`config.mk`:
```
export PLATFORM = sky130hd
export DESIGN_NAME = por_sequencer
export DESIGN_NICKNAME = d
export VERILOG_FILES = /design/src/rtl/por_sequencer.sv
export SDC_FILE = /design/constraint.sdc
export NUM_CORES = 1
export LEC_CHECK = 0
export CAP_MARGIN = 25
export CELL_PAD_IN_SITES_DETAIL_PLACEMENT = 1
export CELL_PAD_IN_SITES_GLOBAL_PLACEMENT = 1
export CORE_ASPECT_RATIO = 0.5
export CORE_UTILIZATION = 32
export DETAILED_ROUTE_END_ITERATION = 7
export PLACE_DENSITY_LB_ADDON = 0.1
export SYNTH_ARGS = -nofsm -noshare
export SYNTH_HDL_FRONTEND = slang
export SYNTH_SLANG_ARGS = --single-unit
```
`constraint.sdc`:
```
create_clock -name CLK -period 2.5 [get_ports CLK]
set_clock_uncertainty 0.05 [all_clocks]
set_input_delay 0.25 -clock CLK [delete_from_list [all_inputs] [get_ports CLK]]
set_output_delay 0.25 -clock CLK [all_outputs]
set_load 0.01 [all_outputs]
```
`src/rtl/por_sequencer.sv`:
```
`default_nettype none
// ============================================================================
// Module      : por_sequencer
// Description : Power-on / soft reset sequencer. Holds CHANNELS downstream
//               domains in reset after configuration, then releases them in
//               ascending order, staggered by STAGGER_CYCLES, and drives a
//               heartbeat bit once every domain is running.
// Revision    : 1.0 - initial release
// ============================================================================
module por_sequencer #(
  parameter int CHANNELS       = 2,
  parameter int HOLD_CYCLES    = 127,
  parameter int STAGGER_CYCLES = 16,
  parameter int HB_WIDTH       = 24,
  parameter int HB_BIT         = 18
) (
  input  logic                CLK,
  input  logic                Reset,
  input  logic                SoftReq,
  output logic [CHANNELS-1:0] RstOut,
  output logic                Running,
  output logic                Heartbeat
);

  // Cycle on which the last channel is released; the counter must reach it
  // without wrapping.
  localparam int LAST_CYCLES = HOLD_CYCLES + (CHANNELS - 1) * STAGGER_CYCLES;
  localparam int CW          = $clog2(LAST_CYCLES + 1);

  localparam logic [CW:0] LAST_V = (CW + 1)'(LAST_CYCLES);
  localparam logic [CW:0] HOLD_V = (CW + 1)'(HOLD_CYCLES);

  typedef enum logic [1:0] {
    ST_HOLD    = 2'd0,
    ST_RELEASE = 2'd1,
    ST_RUN     = 2'd2
  } state_t;

  // Declaration values match the reset values so the sequence also starts
  // straight out of configuration without a Reset pulse.
  state_t                state       = ST_HOLD;
  logic [CW-1:0]         seq_cnt     = '0;
  logic [CHANNELS-1:0]   rst_q       = '1;
  logic                  running_q   = 1'b0;
  logic [HB_WIDTH-1:0]   hb_cnt      = '0;
  logic                  heartbeat_q = 1'b0;

  state_t                state_next;
  logic [CW-1:0]         seq_cnt_next;
  logic [CHANNELS-1:0]   rst_next;
  logic                  running_next;
  logic [HB_WIDTH-1:0]   hb_cnt_next;
  logic                  heartbeat_next;

  // Count value the register will hold after this edge; outputs are decoded
  // from it so they change in the same cycle the count crosses a threshold.
  logic [CW:0]           cnt_inc;
  logic [CHANNELS-1:0]   rel_mask;

  assign cnt_inc = {1'b0, seq_cnt} + (CW + 1)'(1);

  // Channel k stays in reset while the count is below its own threshold.
  for (genvar k = 0; k < CHANNELS; k++) begin : g_thresh
    localparam logic [CW:0] THR = (CW + 1)'(HOLD_CYCLES + k * STAGGER_CYCLES);
    assign rel_mask[k] = (cnt_inc < THR);
  end

  // Next-state, counter and output decode for the sequencing FSM.
  always_comb begin
    state_next   = state;
    seq_cnt_next = seq_cnt;
    rst_next     = rst_q;
    running_next = running_q;
    if (SoftReq) begin
      state_next   = ST_HOLD;
      seq_cnt_next = '0;
      rst_next     = '1;
      running_next = 1'b0;
    end else begin
      case (state)
        ST_HOLD, ST_RELEASE: begin
          seq_cnt_next = cnt_inc[CW-1:0];
          rst_next     = rel_mask;
          if (cnt_inc >= LAST_V) begin
            state_next   = ST_RUN;
            running_next = 1'b1;
          end else if (cnt_inc >= HOLD_V) begin
            state_next = ST_RELEASE;
          end
        end
        ST_RUN: begin
          state_next = ST_RUN;
        end
        default: begin
          state_next   = ST_HOLD;
          seq_cnt_next = '0;
          rst_next     = '1;
          running_next = 1'b0;
        end
      endcase
    end
  end

  // Heartbeat counter runs only while staying in RUN and clears on any exit;
  // the output bit is gated by the next Running so it drops with Running.
  always_comb begin
    hb_cnt_next    = hb_cnt;
    heartbeat_next = 1'b0;
    if (state_next != ST_RUN) begin
      hb_cnt_next = '0;
    end else begin
      if (state == ST_RUN) begin
        hb_cnt_next = hb_cnt + HB_WIDTH'(1);
      end
      heartbeat_next = hb_cnt[HB_BIT];
    end
  end

  // State and output registers with synchronous active-low reset.
  always_ff @(posedge CLK) begin
    if (!Reset) begin
      state       <= ST_HOLD;
      seq_cnt     <= '0;
      rst_q       <= '1;
      running_q   <= 1'b0;
      hb_cnt      <= '0;
      heartbeat_q <= 1'b0;
    end else begin
      state       <= state_next;
      seq_cnt     <= seq_cnt_next;
      rst_q       <= rst_next;
      running_q   <= running_next;
      hb_cnt      <= hb_cnt_next;
      heartbeat_q <= heartbeat_next;
    end
  end

  assign RstOut    = rst_q;
  assign Running   = running_q;
  assign Heartbeat = heartbeat_q;

endmodule
`default_nettype wire

```
==> key figures, run 1 <==
Clocking
  • CTS buffer count: 5
  • Post-CTS Setup Inserts: 0
  • H-Tree Depth: 2
  • CTS tree: done
  • Clk buf depth: 2
  • Hold-fix buffer count after cts: 0
  • Root Driver: clkbuf_8
  • Clk sinks: 33
  • CTS resizes: 0
  • Clock latency on the worst-skew pair: 0.29 ns
  • Clk pin slew, worst setup/hold paths: 0.08 ns

Timing
  • Final critical-path required period: 2.322 ns
  • Fmax: 0.4306 GHz
  • Max-slew violation count: 0
  • WHS: 0.4373 ns
  • Unrepaired setup endpoints after global routing: false
  • Fin crit share: 92.90%
  • Slew margin rel.: 74.41%
  • Worst-margin pin slew: 0.3839 ns
  • Setup-failing EPs final: 0
  • TNS Setup: 0 ns
  • Final Hold Vio Count: 0
  • Final worst setup slack: 0.1775 ns

Route
  • DRT Pass-1 Iters: 4
  • Post-DRT Antenna Nets: 0
  • Final WL: 4391 µm
  • DRC: 0
  • DR iter-0 viols: 60
  • Vias/cell: 5.329
  • Via count: 1588
  • Routed WL per cell: 14.73 µm

Yosys
  • Avg Inst Size Synth: 8.251 µm²
  • Number of flops mapped to enable cells by yosys: 0
  • Syn Inst Count: 217
  • Yosys reg bits: 33
  • Sequential area share after synthesis: 36.90%
  • Syn Nets: 223
  • Post-Syn Area: 0.001790 mm²
  • Number of library cell types mapped by synthesis: 46
  • Post-synth ARST share: 0%
  • Post-synth top flop: dfxtp_1
  • Yosys Warn Count: 0

Finish
  • Nets: 233
  • Area grow syn2layout: 13.21%
  • Antenna cell count: 0
  • Filler cells: 623
  • Layout cells sized above 1: 10.09%
  • Final core occ: 39.30%
  • Non-filler cells, final: 298

Placed design
  • Pre-CTS WS: 0.1936 ns
  • Dpl hpwl: 3199 µm
  • RePlAce Congestion: 0.7992
  • Placed cell count: 290
  • Port-buffer cells: 6

Power and ir drop
  • Pwr per Cell Area: 472.0 mW/mm²
  • Internal: 0.7312 mW
  • Sw Ratio: 23.57%
  • Worst vdd ir: 0.1822 mV
  • Seq pwr share: 55.2%
  • Clock share of power: 41.7%
  • Logic pwr share: 3.1%
  • Net Sw Power: 0.2255 mW
  • Leak Pwr: 0.6664 nW

Floorplanning
  • Chip width: 107.8 µm
  • Starting Density: 34.72%
  • # IOs: 7
  • Die area: 0.005916 mm²
  • Core area: 0.005157 mm²
  • Die H: 54.89 µm
  • Num rows: 18

Worst setup path
  • Worst R2R Start: seq_cnt[0]$_SDFFE_PP0P_
  • Startpoint types: register
  • Worst Path Required: 2.62 ns
  • Worst endpoint data arrival time: 2.44 ns
  • CP Capture Type: register
  • Cell Chain, Critical Path: ha_1 -> nand4_1 -> or4_4 -> a21bo_2 -> a221oi_4 -> buf_4 -> nor3_1
  • R2r endpoint: hb_cnt[14]$_SDFFE_PP0N_
  • CP Class: register to register
  • Worst Reg-to-Reg Cells: 7
  • Worst R2R Setup Slack: 0.18 ns
  • CP max stage delay: 0.53 ns
  • Critical Path Slowest Stage Cell: or4_4
  • Critical path fanouts, max: 19

Global routing
  • Global-route wire length before repair: 7369 µm
  • Pin count of the biggest net entering global routing: 22
  • Vias in the first global route: 1485
  • GRT Util Overall: 17.10%
  • Initial antenna violation count: 0
  • GRT overflow: 0

Hold path
  • Worst Hold Class: register to register
  • Hold path depth: 2
  • Min-delay src: Running$_SDFFE_PP0P_
  • Min-Delay Endpoint: Running$_SDFFE_PP0P_

Status
  • Outcome: finished, final reports clean

Run
  • Max-cap check violation count: 0
==> power groups by stage <==
| stage | clock, mW | sequential, mW | combinational [mW] |
|---|---|---|---|
| 2_1_floorplan | 0 | 0.541 | 0.0182 |
| 3_3_place_gp | 0 | 0.540 | 0.0295 |
| 3_5_place_dp | 0 | 0.540 | 0.0301 |
| 4_1_cts | 0.417 | 0.528 | 0.0299 |
| 5_1_grt | 0.444 | 0.528 | 0.0330 |
| 6_report | 0.399 | 0.528 | 0.0298 |
==> layout by cell type (no fill, tap or decap), types with 3 or more instances in the layout <==
cell type and n:
dfxtp_1 33, or3_1 3, nor2_1 17, clkbuf_8 5, a21oi_1 8, nand3_1 12
nand2_1 16, xor2_1 9, clkdlybuf4s50_1 6, xnor2_1 10, nor3_1 23, o21ai_0 9
nand4_1 8, ha_1 3, buf_4 13, nor4_1 4, and3b_1 3, and4_1 4
inv_1 6, nor2b_1 3
==> synth_stat cells, types with 2 or more instances <==
| library cell | n | area [µm²] |
|---|---|---|
| dfxtp_1 | 33 | 660.6 |
| nor3_1 | 23 | 115.1 |
| nor2_1 | 17 | 63.81 |
| nand2_1 | 16 | 60.06 |
| nand3_1 | 12 | 60.06 |
| xnor2_1 | 10 | 87.58 |
| o21ai_0 | 9 | 45.04 |
| xor2_1 | 9 | 78.83 |
| a21oi_1 | 8 | 40.04 |
| clkbuf_1 | 8 | 30.03 |
| nand4_1 | 8 | 50.05 |
| inv_1 | 6 | 22.52 |
| and4_1 | 4 | 35.03 |
| nor4_1 | 4 | 25.02 |
| and3b_1 | 3 | 26.28 |
| buf_6 | 3 | 33.78 |
| ha_1 | 3 | 37.54 |
| nor2b_1 | 3 | 18.77 |
| or3_1 | 3 | 18.77 |
| a31oi_1 | 2 | 12.51 |
| and2_1 | 2 | 12.51 |
| and3_1 | 2 | 12.51 |
| buf_1 | 2 | 7.510 |
| buf_4 | 2 | 15.01 |
| nand2b_1 | 2 | 12.51 |
| nor3b_1 | 2 | 15.01 |
| o31ai_1 | 2 | 15.01 |
==> final cells by class <==
type / count / area, µm² / area share [%]
Clock buffer: 6 / 72.57 / 3.580
Clock inverter: 2 / 10.01 / 0.4938
Inverter: 6 / 22.52 / 1.111
Multi-Input combinational cell: 162 / 1016 / 50.12
Sequential cell: 33 / 660.6 / 32.59
Tap cell: 70 / 87.58 / 4.321
Timing Repair Buffer: 19 / 157.7 / 7.778
==> metrics by stage <==
step	area [µm²]	total power, mW
floorplan	1790	0.5587
global placement	1944	0.5694
detailed placement	1944	0.5702
CTS	2027	0.9742
global route	2027	1.005
finish	2027	0.9567
==> routing by layer <==
metal / share of wire (%) / vias up / track usage (%)
li1: - / 801 / -
met1: 51 / 759 / 22.44
met2: 43 / 21 / 27.35
met3: 3.9 / 7 / 5.269
met4: 1.2 / 0 / 5.479
met5: 0 / - / 0
==> logic make-up (layout without fill, tap and decap cells) <==
logic type | Yosys count | after routing | synth area share (%)
compound gates | 35 | 35 | 13.91
xor+xnor | 19 | 19 | 9.294
fa+ha+maj | 3 | 3 | 2.097
buf+inv | 22 | 33 | 6.359
flops | 33 | 33 | 36.90
simple gates | 105 | 105 | 31.45
==> flip-flops by register name (all words and copies together), names as in the netlist <==
register / count
hb_cnt: 19
Heartbeat: 1
state: 2
RstOut: 2
Running: 1
seq_cnt: 8
==> critical path, delay by kind of cell (launching register included) <==
kind | cells | cell delay (ns)
flops | 1 | 0.34
compound gates | 2 | 0.51
fa+ha+maj | 1 | 0.24
simple gates | 3 | 0.77
buf+inv | 1 | 0.28
==> worst max path at each step <==
stage / start / endpoint / slack (ns)
floorplan: seq_cnt[1]$_SDFFE_PP0P_ / hb_cnt[5]$_SDFFE_PP0N_ / 0.08
global placement: seq_cnt[0]$_SDFFE_PP0P_ / Heartbeat$_SDFF_PP0_ / 0.29
detailed placement: seq_cnt[0]$_SDFFE_PP0P_ / hb_cnt[13]$_SDFFE_PP0N_ / 0.19
CTS: seq_cnt[0]$_SDFFE_PP0P_ / hb_cnt[13]$_SDFFE_PP0N_ / 0.18
global route: seq_cnt[0]$_SDFFE_PP0P_ / hb_cnt[13]$_SDFFE_PP0N_ / 0.05
finish: seq_cnt[0]$_SDFFE_PP0P_ / hb_cnt[14]$_SDFFE_PP0N_ / 0.18
Note: power is estimated with default switching activity, not from simulation.
==> run 2, diff against run 1 <==
DONT_BUFFER_PORTS = 1   (was default)
==> run 2 against run 1 <==
  * Sequential share of layout area rose by 0.97 points
  * Register-to-register slack improved by 0.16 ns
  * Largest power group unchanged
  * Critical path type unchanged
  * Setup slack improved by 0.16 ns
  * Clock power rose by 3%
==> key figures, run 2 (synthesis results as in run 1) <==
Status
  • Outcome: finished, final reports clean

Floorplanning
  • Chip width: 107.8 µm
  • Core area: 0.005157 mm²
  • # IOs: 7
  • Starting Density: 34.72%
  • Die H: 54.89 µm
  • Die area: 0.005916 mm²
  • Num rows: 18

Finish
  • Most common cell after layout, fill and taps aside: dfxtp_1
  • Nets: 225
  • Area grow syn2layout: 9.923%
  • Number of flip-flops in the largest register: 19
  • Layout cells sized above 1: 10.00%
  • Reg with most FFs: hb_cnt
  • Final core occ: 38.16%
  • Largest regs: hb_cnt x19, seq_cnt x8
  • Most frequent cells in the layout: dfxtp_1 (33), nor3_1 (23), nor2_1 (17)
  • Antenna cell count: 0

Placed design
  • Dpl hpwl: 3124 µm
  • RePlAce Congestion: 0.8231
  • Port-buffer cells: 0

Run
  • Max-cap check violation count: 0

Clocking
  • CTS resizes: 0
  • CTS buffer count: 5
  • H-Tree Depth: 2
  • Clk sinks: 33
  • Clk buf depth: 2
  • Root Driver: clkbuf_8
  • Post-CTS Setup Inserts: 0
  • CTS tree: done
  • Clock latency on the worst-skew pair: 0.29 ns
  • Hold-fix buffer count after cts: 0
  • Clk pin slew, worst setup/hold paths: 0.07 ns

Timing
  • Fin crit share: 86.58%
  • Max-slew violation count: 0
  • Final critical-path required period: 2.165 ns
  • Slew margin rel.: 72.29%
  • Worst-margin pin slew: 0.4146 ns
  • WHS: 0.1723 ns
  • Setup-failing EPs final: 0
  • Final Hold Vio Count: 0
  • TNS Setup: 0 ns
  • Unrepaired setup endpoints after global routing: false
  • Fmax: 0.4620 GHz

Worst setup path
  • CP Class: register to register
  • Startpoint types: register
  • CP Capture Type: register
  • Worst endpoint data arrival time: 2.28 ns
  • Critical path fanouts, max: 19
  • Worst Path Required: 2.61 ns

Route
  • Final WL: 4374 µm
  • Vias/cell: 5.341
  • DRT Pass-1 Iters: 4
  • Routed WL per cell: 15.08 µm
  • DR iter-0 viols: 16
  • DRC: 0
  • Post-DRT Antenna Nets: 0
  • Via count: 1549

Global routing
  • Initial antenna violation count: 0
  • Global-route wire length before repair: 7272 µm
  • Pin count of the biggest net entering global routing: 24
  • GRT overflow: 0
  • Vias in the first global route: 1436
  • GRT Util Overall: 16.74%

Power and ir drop
  • Design Power: 0.9641 mW
  • Worst vdd ir: 0.1751 mV
  • Leak Pwr: 0.6375 nW
  • Pwr per Cell Area: 489.8 mW/mm²

Hold path
  • Worst Hold Class: input port to register
run 2: cell types whose count changed in the layout (fill, tap and decap cells not counted), sizes merged:
cell,delta
buf,-2
clkbuf,-1
clkdlybuf4s50,-6
clkinvlp,+1
run 2: final timing paths:
| check | startpoint | end | slack (ns) | cells past startpoint |
|---|---|---|---|---|
| worst max register to register | seq_cnt[0]$_SDFFE_PP0P_ | hb_cnt[16]$_SDFFE_PP0N_ | 0.34 | 7 |
| worst min-delay path | SoftReq | RstOut[0]$_SDFFE_PP1P_ | 0.17 | 3 |
| worst max-delay path | seq_cnt[0]$_SDFFE_PP0P_ | hb_cnt[16]$_SDFFE_PP0N_ | 0.34 | 7 |
| worst min register to register | hb_cnt[0]$_SDFFE_PP0N_ | hb_cnt[0]$_SDFFE_PP0N_ | 0.43 | 1 |
run 2: per-stage QoR:
step                std cells  worst slack [ns]  instance area (µm²)
floorplan                 217           0.08007                 1790
global placement          282            0.3843                 1882
detailed placement        282            0.3302                 1882
CTS                       290            0.3206                 1968
global route              290            0.1450                 1968
finish                    290            0.3355                 1968
run 2: layout make-up:
| cell class | count | area (µm²) |
|---|---|---|
| clock buffer | 5 | 68.82 |
| clock inverter | 3 | 17.52 |
| fill | 617 | 3189 |
| inverter | 6 | 22.52 |
| multi-input combinational | 162 | 1016 |
| sequential | 33 | 660.6 |
| tap | 70 | 87.58 |
| timing repair buffer | 11 | 95.09 |
run 2: critical path: stages, from the launching register on:
cell	delay [ns]
dfxtp_1	0.35
ha_1	0.18
nand4_1	0.12
or4_4	0.52
a21bo_2	0.24
a221oi_4	0.32
buf_12	0.19
nor3_1	0.07
run 2: layer usage:
layer  vias to the layer above  GRT usage [%]  wire [µm]
li1                        784              -          -
met1                       747          21.26       2257
met2                        11          27.99       1944
met3                         7          4.215        110
met4                         0          6.849         62
met5                         -              0          0
run 2: where the power goes:
group	switching [mW]	total, mW	internal, mW
clock network	0.217	0.409	0.192
logic	0.0184	0.0270	0.00858
registers	0.000947	0.528	0.527
total	0.236	0.964	0.728
==> run 3, diff against run 2 <==
ABC_AREA = 1   (was default)
==> run 3 against run 2 <==
  * Die area rose by 5.1%
  * Flip-flop and latch count did not move
  * Clock power rose by 39%
  * Via count rose by 3.9%
  * Register-to-register slack improved by 0.06 ns
  * Final area rose by 7.0%
  * Utilization fell by 0.47 points
  * First-iteration DRC count rose to 2.9 times the previous value
  * Power rose by 15%
  * Final cell count rose by 19%
  * Count of clock-buffer cells in the layout did not move
  * Largest cell class unchanged
  * Highest routed layer unchanged
==> key figures, run 3 <==
Status
  • Outcome: finished, final reports clean

Worst setup path
  • Critical Path Start: seq_cnt[0]$_SDFFE_PP0P_
  • Worst Path Required: 2.62 ns
  • CP Capture Type: register
  • Worst R2R Start: seq_cnt[0]$_SDFFE_PP0P_
  • Worst R2R Setup Slack: 0.39 ns
  • Critical path fanouts, max: 12
  • Worst endpoint data arrival time: 2.23 ns
  • Worst Reg-to-Reg Cells: 11
  • Startpoint types: register
  • Worst Setup EP: hb_cnt[3]$_SDFFE_PP0N_
  • CP Class: register to register
  • R2r endpoint: hb_cnt[3]$_SDFFE_PP0N_

Yosys
  • Post-synth top flop: dfxtp_1
  • Yosys top cell area share: 35.06%
  • Top cells by count, synth: nand2_1 (62), dfxtp_1 (33), inv_1 (32)
  • Sequential area share after synthesis: 35.06%
  • Synth area leaders: dfxtp_1 (35%), nand2_1 (12%), nor2_2 (8.0%)
  • Number of flops mapped to enable cells by yosys: 0
  • Yosys reg bits: 33
  • Yosys Warn Count: 0
  • Post-synth ARST share: 0%
  • Syn Nets: 273
  • Post-Syn Area: 0.001884 mm²
  • Syn Inst Count: 267
  • Number of library cell types mapped by synthesis: 30
  • Area leader, netlist: dfxtp_1
  • Top-count cell post-synth: nand2_1
  • Avg Inst Size Synth: 7.057 µm²

Floorplanning
  • Core area: 0.005587 mm²
  • Starting Density: 33.73%
  • Die area: 0.006218 mm²
  • Chip width: 110.5 µm
  • # IOs: 7
  • Die H: 56.26 µm
  • Num rows: 19

Global routing
  • Vias in the first global route: 1735
  • GRT overflow: 0
  • Global-route wire length before repair: 7852 µm
  • GRT Util Overall: 16.28%
  • Initial antenna violation count: 0
  • Pin count of the biggest net entering global routing: 13

Finish
  • Layout cells sized above 1: 20.22%
  • Antenna cell count: 0
  • Nets: 279
  • Reg with most FFs: hb_cnt
  • Filler cells: 722
  • Most common cell after layout, fill and taps aside: nand2_1
  • Area grow syn2layout: 11.75%
  • Most frequent cells in the layout: nand2_1 (62), dfxtp_1 (33), inv_1 (32)
  • Number of flip-flops in the largest register: 19
  • Largest regs: hb_cnt x19, seq_cnt x8

Placed design
  • Port-buffer cells: 0
  • Dpl hpwl: 3399 µm
  • Pre-CTS WS: 0.3940 ns
  • RePlAce Congestion: 0.7842

Timing
  • Worst-margin pin slew: 0.3270 ns
  • Fmax: 0.4741 GHz
  • Fin crit share: 84.37%
  • Final Hold Vio Count: 0
  • Unrepaired setup endpoints after global routing: false
  • Slew margin rel.: 78.07%
  • TNS Setup: 0 ns
  • Max-slew violation count: 0
  • Final critical-path required period: 2.109 ns
  • Final worst setup slack: 0.3907 ns
  • Setup-failing EPs final: 0

Clocking
  • Clk buf depth: 2
  • Root Driver: clkbuf_16
  • Hold-fix buffer count after cts: 0
  • Post-CTS Setup Inserts: 0
  • CTS tree: done
  • Clock latency on the worst-skew pair: 0.28 ns
  • H-Tree Depth: 2
  • Clk sinks: 33
  • CTS resizes: 0
  • CTS buffer count: 5
  • Clk pin slew, worst setup/hold paths: 0.05 ns

Route
  • DRC: 0
  • DR iter-0 viols: 46
  • Post-DRT Antenna Nets: 0
  • Routed WL per cell: 12.68 µm
  • Vias/cell: 4.667
  • DRT Pass-1 Iters: 4
  • Via count: 1610
  • Final WL: 4375 µm

Power and ir drop
  • Worst vdd ir: 0.1909 mV
  • Pwr per Cell Area: 528.0 mW/mm²
  • Leak Pwr: 0.7043 nW

Run
  • Max-cap check violation count: 0

Hold path
  • Worst Hold Class: input port to register
  • Min-delay src: SoftReq
[run 3: cell count changes after synthesis, moves of 5 or more]
cell,before,now
inv_1,6,32
nand2_2,0,11
nand2_1,16,62
nor3_1,23,7
a21oi_1,8,13
o21ai_0,9,2
nor2_2,0,24
clkbuf_1,8,0
[run 3: power by group]
| group | leakage [nW] | internal [mW] | switching (mW) |
|---|---|---|---|
| combinational | 0.373 | 0.00344 | 0.00841 |
| clock | 0.0655 | 0.355 | 0.214 |
| sequential | 0.266 | 0.528 | 0.00218 |
| total | 0.704 | 0.887 | 0.225 |
[run 3: per-layer routing]
layer	track usage, %	part of all wire, %	wire length [µm]
met5	0	0	0
met4	6.857	1.6	72
met3	4.536	3.0	132
met2	27.06	45	1990
met1	20.07	50	2180
[run 3: worst max-delay path, cell delays in order (launching register included)]
cell and delay [ns]:
dfxtp_1 0.40, ha_1 0.28, nand2_2 0.13, o21ai_0 0.20, nand2_1 0.11, nand2_1 0.09
nor2_2 0.04, nand2_2 0.07, nand4_2 0.10, nand2_2 0.28, buf_12 0.20, nor2_2 0.04
[run 3: worst min-delay path by stage]
stage | to | slack [ns] | depth (start not counted)
3_3_place_gp | RstOut[0]$_SDFFE_PP1P_ | 0.37 | 2
3_5_place_dp | RstOut[0]$_SDFFE_PP1P_ | 0.37 | 2
5_1_grt | RstOut[0]$_SDFFE_PP1P_ | 0.11 | 2
4_1_cts | RstOut[0]$_SDFFE_PP1P_ | 0.09 | 2
6_report | RstOut[0]$_SDFFE_PP1P_ | 0.09 | 2
2_1_floorplan | RstOut[0]$_SDFFE_PP1P_ | 0.34 | 2
[run 3: kinds of logic (layout without fill, tap and decap cells)]
kind of cell,count (synthesis),after routing,synth area share [%]
and+or+nand+nor,158,158,42.03
buffers and inverters,39,44,8.632
DFF,33,33,35.06
AOI/OAI and AO/OA,19,19,5.246
xor gates and xnor gates,14,14,6.507
adders and majority gates,3,3,1.992
muxes,1,1,0.5312
[run 3: through the flow]
| step | cells | hold slack [ns] | util, % | cell area (µm²) | power, mW |
|---|---|---|---|---|---|
| detailed placement | 339 | 0.3734 | 35.36 | 1976 | 0.5537 |
| CTS | 345 | 0.08673 | 37.69 | 2106 | 1.130 |
| floorplan | 267 | 0.3401 | - | 1884 | 0.5498 |
| global route | 345 | 0.1123 | 37.69 | 2106 | 1.164 |
| finish | 345 | 0.08736 | 37.69 | 2106 | 1.112 |
| global placement | 339 | 0.3682 | 35.36 | 1976 | 0.5532 |
[run 3: final cells by class]
type / count / area, µm² / share of cell area [%]
clock inverter: 1 / 5.005 / 0.2377
sequential: 33 / 660.6 / 31.37
clock buffer: 5 / 125.1 / 5.942
multi-input combinational: 195 / 1061 / 50.39
tap: 73 / 91.34 / 4.337
inverter: 36 / 135.1 / 6.417
timing repair buffer: 2 / 27.53 / 1.307
==> edit 1: new RTL, flow settings as in run 3 <==
Set the parameter `CHANNELS` to 1 (it was 2).
--- a/src/rtl/por_sequencer.sv
+++ b/src/rtl/por_sequencer.sv
@@ -9,5 +9,5 @@
 // ============================================================================
 module por_sequencer #(
-  parameter int CHANNELS       = 2,
+  parameter int CHANNELS       = 1,
   parameter int HOLD_CYCLES    = 127,
   parameter int STAGGER_CYCLES = 16,
Interface: changed (resized RstOut); port bits go from 7 to 6. The function was not compared with the original's and may differ.
==> edit 1 against run 3 <==
Sequential cell count decreased by 2; via count decreased by 17%; worst hold slack improved by 44 ps; synthesized area decreased by 15%; synthesized cell count decreased by 19%; routed wire length decreased by 23%; final area decreased by 17%; count of clock-buffer cells in the layout increased by 1; setup slack improved by 140 ps; power decreased by 8.2%; highest routed layer unchanged.
==> edit 1: results <==
[cells_and_area]
reg.largest.list = hb_cnt (19), seq_cnt (7), state (2)
seq_share_pct = 35.3
multiInputGateArea_um2 = 850
drive_gt1_share_pct = 11.8
clock_area_share_pct = 6.70
clockBufferCount = 6
inverters = 23
nMultiInputCombCells = 159
buffers_excl_clock = 0
finalNetCount = 226
buf_share_pct = 0
multi_input_area_share_pct = 48.4
largest_register = hb_cnt

[detailed_routing]
wl_met1_mm = 1.70
routed_wl_mm = 3.38
initialDrtViolationCount = 32
avgRoutedWirePerCell_um = 11.8
met3_length_um = 91
viasPerCell = 4.67

[synth]
synth_compound_area_share_pct = 4.55
synth_xor_xnor_area_share_pct = 7.14
synth_common_cells = nand2_1, dfxtp_1, nor2_1
synthAdderAreaFrac_pct = 2.35
synth_nets = 223
synth_area_leaders = dfxtp_1, nand2_1, nor2_1
yosysSeqAreaShare_pct = 38.9
avgSynthCellArea_um2 = 7.35
muxShareOfSynthArea_pct = 0.628

[placed_design]
pre_cts_ws_ps = 500
dpl_cell_area_um2 = 1640
dp_hpwl_mm = 2.52
place.gp.congestion = 0.809
dp.cells = 279

[run_status]
outcome = finished clean

[worst_setup_path]
cp_max_fo = 21
r2r_slack_ps = 530
critical_path.max_stage_delay_ps = 470

[power]
netSwitchingFraction_pct = 19.7
vdd_ir_drop_max_mv = 0.187
power_uw = 1020
leakagePower_uw = 0.000636

[global_routing]
grt_pass1_wl_mm = 6.00
grt_usage_pct = 15.5
grt_max_degree = 22
busiest_layer = met2
met3_usage_pct = 4.84
met1_usage_pct = 18.7

[clock_network]
cts_buffer_depth = 2
cts_root_buffer = clkbuf_8
clk_pin_slew_ps = 70

[floorplan]
num_rows = 17
-- edit 1: cell families (layout without fill, tap and decap cells) --
group,Yosys count,count (layout)
compound gates,13,13
fa+ha+maj,3,3
flops,31,31
xor+xnor,13,13
mux,1,1
simple gates,129,129
buf+inv,27,31
-- edit 1: worst reg2reg max path, stage by stage, from the launching register on --
cell and delay, ps:
dfxtp_1 470, ha_1 310, nand3_1 100, nand2_1 100, nand2_1 60, nor2_1 110, nand4_2 120, nand3_2 90
nand2_2 260, inv_1 160, nand2_1 50
-- edit 1: final timing paths --
check                           cells after the start                       to               startpoint
worst max-delay path                               10      RstOut$_SDFFE_PP1P_  seq_cnt[0]$_SDFFE_PP0P_
worst min-delay path                                3  seq_cnt[0]$_SDFFE_PP0P_                  SoftReq
worst max register to register                     10      RstOut$_SDFFE_PP1P_  seq_cnt[0]$_SDFFE_PP0P_
worst min register to register                      2     Heartbeat$_SDFF_PP0_  hb_cnt[18]$_SDFFE_PP0N_
==> edit 2: new RTL, config.mk and constraints of run 3 <==
Made on the original files. Put one more register stage on the output `Running`, cleared by the reset. The value now appears one clock later. The other outputs are not delayed to match.
--- a/src/rtl/por_sequencer.sv
+++ b/src/rtl/por_sequencer.sv
@@ -137,5 +137,11 @@
 
   assign RstOut    = rst_q;
-  assign Running   = running_q;
+  always_ff @(posedge CLK) begin
+    if (!Reset) begin
+      Running <= '0;
+    end else begin
+      Running <= running_q;
+    end
+  end
   assign Heartbeat = heartbeat_q;
 
Formal check against the unedited RTL: same outputs for any inputs over 10 cycles, from zero or initial values and one cycle with Reset low; that may be too few to reach the edited logic, so the function may still have changed.
==> edit 2 against run 3 <==
Synthesized area up 1.5%; largest cell class unchanged; die area up 1.4%; sequential cell count up 1; routed wire length up 0.41%; global-route usage down 0.57 points; largest power group unchanged; setup slack worse by 97 ps; power up 26%; final area up 4.0%.
==> edit 2: results <==
[synth]
synth_area_leaders = dfxtp_1, nand2_1, nor2_2
synth.ff_latch_count = 34
yosysSeqAreaShare_pct = 35.6
synth_common_cells = nand2_1, dfxtp_1, inv_1
avgSynthCellArea_um2 = 7.08

[placed_design]
place.gp.congestion = 0.769
dp_hpwl_mm = 3.36
dp.cells = 342

[power]
power_uw = 1400
vdd_ir_drop_max_mv = 0.251
leakagePower_uw = 0.000748
netSwitchingFraction_pct = 18.3

[sta]
fin_hold_ws_ps = 17.2
relSlewSlack_pct = 76.4

[min_path]
min_to = Running$_SDFF_PN0_
min_from = Reset

[cells_and_area]
nFillCells = 709
seq_share_pct = 31.1
clock_area_share_pct = 9.09
inverters = 37
buf_share_pct = 0.686
clockBufferCount = 6

[worst_setup_path]
critical_path.max_stage_delay_ps = 420
r2r_slack_ps = 290
r2r_start = seq_cnt[1]$_SDFFE_PP0P_

[detailed_routing]
routed_wl_mm = 4.39
dr.pass1.iters = 3
vias = 1617
avgRoutedWirePerCell_um = 12.6
initialDrtViolationCount = 51

[floorplan]
die_w_um = 111

[global_routing]
grt_pass1_wl_mm = 7.60
grt_usage_pct = 15.7
grt_pass1_vias = 1604

[clock_network]
numCtsBuffers = 5
cts_buffer_depth = 2

[run_status]
outcome = finished clean
[edit 2: cell types whose count changed in the layout (fill, tap and decap cells not counted)]
cell | before | now
buf_12 | 1 | 0
buf_4 | 1 | 2
bufinv_16 | 0 | 2
clkbuf_8 | 0 | 1
clkinv_2 | 1 | 0
dfxtp_1 | 33 | 34
inv_1 | 32 | 33
nand2_1 | 62 | 63
[edit 2: routing by layer]
metal | global-route usage (%) | vias to the layer above | routed length, um | share of wire (%)
met2 | 25.4 | 6 | 2010 | 46
met1 | 19.7 | 752 | 2230 | 51
met4 | 5.60 | 0 | 44 | 1.0
met3 | 5.18 | 5 | 105 | 2.4
met5 | 0 | - | 0 | 0
li1 | - | 854 | - | -
[edit 2: through the flow]
stage                     setup slack [ps]  util (%)  area [um^2]
after floorplan                        780         -         1910
after global routing                  76.6      39.0         2190
after global placement                 373      35.5         1990
after CTS                              264      39.0         2190
after detailed placement               292      35.5         1990
final                                  294      39.0         2190
